===== config.mk =====
export PLATFORM = sky130hd
export DESIGN_NAME = reset_conduit_sequencer
export DESIGN_NICKNAME = d
export VERILOG_FILES = /design/src/rtl/reset_conduit_sequencer.sv
export SDC_FILE = /design/constraint.sdc
export NUM_CORES = 1
export LEC_CHECK = 0
export CORE_MARGIN = 3
export CORE_UTILIZATION = 40
export DETAILED_ROUTE_END_ITERATION = 8
export GPL_ROUTABILITY_DRIVEN = 0
export PLACE_DENSITY_LB_ADDON = 0.25
export SYNTH_ARGS = -nofsm -noshare
export SYNTH_HDL_FRONTEND = slang
export SYNTH_SLANG_ARGS = --single-unit

===== constraint.sdc =====
create_clock -name clock -period 2.7 [get_ports clock]
set_clock_uncertainty 0.15 [all_clocks]
set_input_delay 0.405 -clock clock [delete_from_list [all_inputs] [get_ports clock]]
set_output_delay 0.405 -clock clock [all_outputs]
set_load 0.03 [all_outputs]

===== src/rtl/reset_conduit_sequencer.sv =====
// Multi-channel reset conduit: synchronises async reset requests and releases the
// channel resets one at a time in ascending index order after a stretch and per-channel gap.
//
// state   | meaning
// HOLD    | a request is (or was just) active; outputs held, timing restarts next cycle
// STRETCH | counting the minimum hold before releasing the first pending channel
// GAP     | counting the spacing before releasing the next channel
// DONE    | every channel released, release_done high
module reset_conduit_sequencer #(
    parameter int NUM_CH         = 4,
    parameter int SYNC_STAGES    = 2,
    parameter int STRETCH_CYCLES = 16,
    parameter int RELEASE_DELAY  = 8
) (
    input  logic                            clock,
    input  logic                            reset,
    input  logic [NUM_CH-1:0]               areset_in,
    output logic [NUM_CH-1:0]               areset_out,
    output logic                            release_done,
    output logic [$clog2(NUM_CH+1)-1:0]     seq_ptr
);

    localparam int PTR_W   = $clog2(NUM_CH + 1);
    localparam int MAX_CNT = (STRETCH_CYCLES > RELEASE_DELAY) ? STRETCH_CYCLES : RELEASE_DELAY;
    localparam int CNT_W   = $clog2(MAX_CNT + 1);

    localparam logic [CNT_W-1:0] STRETCH_TC = CNT_W'(STRETCH_CYCLES - 1);
    localparam logic [CNT_W-1:0] GAP_TC     = CNT_W'(RELEASE_DELAY - 1);
    localparam logic [PTR_W-1:0] PTR_END    = PTR_W'(NUM_CH);

    typedef enum logic [1:0] {
        HOLD    = 2'd0,
        STRETCH = 2'd1,
        GAP     = 2'd2,
        DONE    = 2'd3
    } state_t;

    state_t                              state_q, state_d;
    logic [CNT_W-1:0]                    cnt_q, cnt_d;
    logic [PTR_W-1:0]                    ptr_q, ptr_d;
    logic [NUM_CH-1:0]                   out_q, out_d;
    logic                                done_q, done_d;
    logic [SYNC_STAGES-1:0][NUM_CH-1:0]  sync_q;
    logic [NUM_CH-1:0]                   req_q;

    logic                                any_req;
    logic                                rel_now;
    logic [PTR_W-1:0]                    min_req;
    logic [PTR_W-1:0]                    lo_ptr;

    // Extra registered stage after the synchroniser gives the request path one full
    // clock to fan out into the priority encoder and pointer compare.
    always_ff @(posedge clock) begin
        if (reset) begin
            sync_q <= '1;
            req_q  <= '1;
        end else begin
            sync_q <= {sync_q[SYNC_STAGES-2:0], areset_in};
            req_q  <= sync_q[SYNC_STAGES-1];
        end
    end

    always_ff @(posedge clock) begin
        if (reset) begin
            state_q <= HOLD;
            cnt_q   <= '0;
            ptr_q   <= '0;
            out_q   <= '1;
            done_q  <= 1'b0;
        end else begin
            state_q <= state_d;
            cnt_q   <= cnt_d;
            ptr_q   <= ptr_d;
            out_q   <= out_d;
            done_q  <= done_d;
        end
    end

    always_comb begin
        min_req = PTR_END;
        for (int i = NUM_CH - 1; i >= 0; i--) begin
            if (req_q[i]) min_req = PTR_W'(i);
        end
        any_req = |req_q;
        lo_ptr  = (min_req < ptr_q) ? min_req : ptr_q;

        state_d = state_q;
        cnt_d   = cnt_q;
        ptr_d   = ptr_q;
        rel_now = 1'b0;

        if (any_req) begin
            state_d = HOLD;
            ptr_d   = lo_ptr;
            cnt_d   = '0;
        end else begin
            case (state_q)
                HOLD: begin
                    state_d = STRETCH;
                    cnt_d   = '0;
                end
                STRETCH: begin
                    if (cnt_q == STRETCH_TC) rel_now = 1'b1;
                    else                     cnt_d   = cnt_q + CNT_W'(1);
                end
                GAP: begin
                    if (cnt_q == GAP_TC) rel_now = 1'b1;
                    else                 cnt_d   = cnt_q + CNT_W'(1);
                end
                DONE: begin
                    state_d = DONE;
                end
                default: begin
                    state_d = HOLD;
                end
            endcase
        end

        if (rel_now) begin
            ptr_d   = ptr_q + PTR_W'(1);
            cnt_d   = '0;
            state_d = (ptr_d == PTR_END) ? DONE : GAP;
        end

        // Outputs are a pure thermometer of the pointer, so ordering can never invert.
        for (int j = 0; j < NUM_CH; j++) begin
            out_d[j] = (PTR_W'(j) >= ptr_d);
        end
        done_d = (state_d == DONE);
    end

    assign areset_out   = out_q;
    assign release_done = done_q;
    assign seq_ptr      = ptr_q;

endmodule


==> results.tsv <==
metric	value	unit
firstDrtPassIters	4	
syn_to_final_growth	20.9	%
min_period	2620	ps
ys_seq_area_share	44.3	%
wl_per_cell	12.2	um
clockRootBuffer	clkbuf_4	
final_core_util	52.1	%
p_int	476	uW
htreeDepth	1	
placed_area	1400	um2
antenna_found_initial	0	
switching_share	21.0	%
timing_worst_setup_path_type	register to register	
cp.required	2760	ps
yosysWarnings	0	
syn_inst	125	
dieArea	3750	um2
cts.sinks	27	
clk_pin_slew	140	ps
cp-end-kind	register	
nets	163	
crit_family	simple AND/OR/NAND/NOR gates	
drive_gt1_share	23.4	%
finalHoldViolCount	0	
p_clk_share	28.6	%
dieHeight	61.2	um
crit_buf_inv	1	
fmax	0.382	GHz
die_x	61.2	um
rsz0062_at_grt	yes	
ys_seq_elements	27	
grt_usage	12.4	%
slowest_stage	or4_4	
coreArea	2830	um2
n_antenna_cell	0	
synth_commonest_cells	27 x dfxtp_1, 12 x or2_2, 11 x ha_1	
ir_drop	0.000313	V
grt_overflow_total	0	
power_frac_comb	3.7	%
crit_chain	or4_4, clkinv_4, ha_4, a21oi_2, nand2_1, or4_4, a311oi_4, a31oi_1	
cp-start-kind	register	
fillCellCount	275	
yosysTopAreaCell	dfxtp_1	
setup_violations	0	
std_cell_rows	19	
numCtsBuffers	3	
holdCritPathClass	register to register	
insertion_delay	320	ps
start_util	43.1	%
viasPerCell	5.15	
grt_start_max_net_pins	20	
worstPathArrival	2680	ps
io_buffers	13	
multi_input_area	647	um2
ant_nets	0	
async_reset_ff_share	0	%
via_count	907	
synth_edf_count	0	
max_slew_margin	51.3	%
hpwl	1620	um
synth_fp_nets	142	
p_seq_share	67.7	%
synth_cell_types	36	
power.leakage	0.000546	uW
avgSynthCellArea	9.76	um2
fin_area	1480	um2
worstMarginPinSlew	729	ps
seqCellArea	542	um2
io-pin-count	14	
drc	0	
grt_pass1_vias	844	
cts_tree	yes	
synth_flop_cell	dfxtp_1	
instances_no_fill	176	
drtIter0Drc	12	
grt_pass1_wl	3450	um
p_per_area	408	nW/um2
drt_wl_total	2150	um
finalMaxSlewViolations	0	
syn_area	1220	um2
synth.most_common_cell	dfxtp_1	
post-route-period-util	97.0	%
dp.cells	170	
outcome	completed	
yosysTopAreaCellShare	44.3	%
critPathMostFrequentCell	or4_4	
drv_cap	0	
switching_power	126	uW
clockBufferDepth	2	
cp_slowest_stage_delay	560	ps
finalPower	602	uW
critPathMaxFanout	5	
synth_area_leaders	dfxtp_1 44%, ha_1 11%, or2_2 6.2%	
layout make-up:
class | count | share of cell area, %
Multi-Input combinational cell | 86 | 43.9
Sequential cell | 27 | 36.7
Timing Repair Buffer | 20 | 12.4
Tap cell | 31 | 2.63
Inverter | 8 | 2.37
Clock buffer | 3 | 1.53
Clock inverter | 1 | 0.509
cell families after synthesis:
family,synth area share (%)
buffers and inverters,4.72
multiplexers,0.821
AND/OR/NAND/NOR,23.3
adder cells (fa/ha/maj),11.3
flip-flops,44.3
AO/OA/AOI/OAI,15.6
final timing paths:
path                   startpoint                       end  slack, ps  cells past startpoint
min          sync_q[5]$_SDFF_PP1_       req_q[1]$_SDFF_PP1_        270                      1
max           req_q[2]$_SDFF_PP1_  areset_out[2]$_SDFF_PP1_         80                      8
max reg2reg   req_q[2]$_SDFF_PP1_  areset_out[2]$_SDFF_PP1_         80                      8
min reg2reg  sync_q[5]$_SDFF_PP1_       req_q[1]$_SDFF_PP1_        270                      1
layer usage:
layer | vias up | GRT usage (%) | wire [um]
li1 | 473 | - | -
met1 | 414 | 13.7 | 976
met2 | 16 | 22.4 | 1070
met3 | 4 | 2.73 | 72
met4 | 0 | 5.88 | 29
met5 | - | 0 | 0
stage by stage:
stage / hold WS (ps) / setup slack (ps) / setup TNS [ps]
after detailed placement: 242 / 9.35 / 0
after global routing: 291 / -25.2 / -25.2
after CTS: 274 / 16.1 / 0
final: 275 / 80.1 / 0
after floorplan: 239 / 55.5 / 0
after global placement: 241 / 86.8 / 0
power groups by stage:
stage | Combinational, uW | Clock (uW) | Sequential (uW)
finish | 22.3 | 172 | 408
global route | 24.0 | 198 | 409
CTS | 22.2 | 184 | 408
detailed placement | 22.0 | 0 | 416
global placement | 21.5 | 0 | 416
floorplan | 10.9 | 0 | 416
sequential cells by signal (all words and copies together) (netlist names):
name and count:
sync_q 8, cnt_q 5, areset_out 4, req_q 4
seq_ptr 3, state_q 2, release_done 1
layout by cell type (no fill, tap or decap), types with 2 or more instances in the layout:
cell type	n
a211oi_1	2
a21oi_1	9
a31oi_1	2
buf_4	7
clkbuf_4	3
clkdlybuf4s50_1	13
dfxtp_1	26
ha_1	10
inv_1	7
nand2_1	7
nor2_1	8
nor2b_1	2
nor3_1	4
o21ai_0	5
or2_2	12
or3_1	2
or4_4	2
repair_timing:
item                       in CTS  in global routing
pin swaps                       4                  6
setup buffers                   1                  1
hold buffers                    0                  0
gates resized for setup         2                  4
setup endpoints to repair       1                  5
Power figures use the tool's default switching activity.
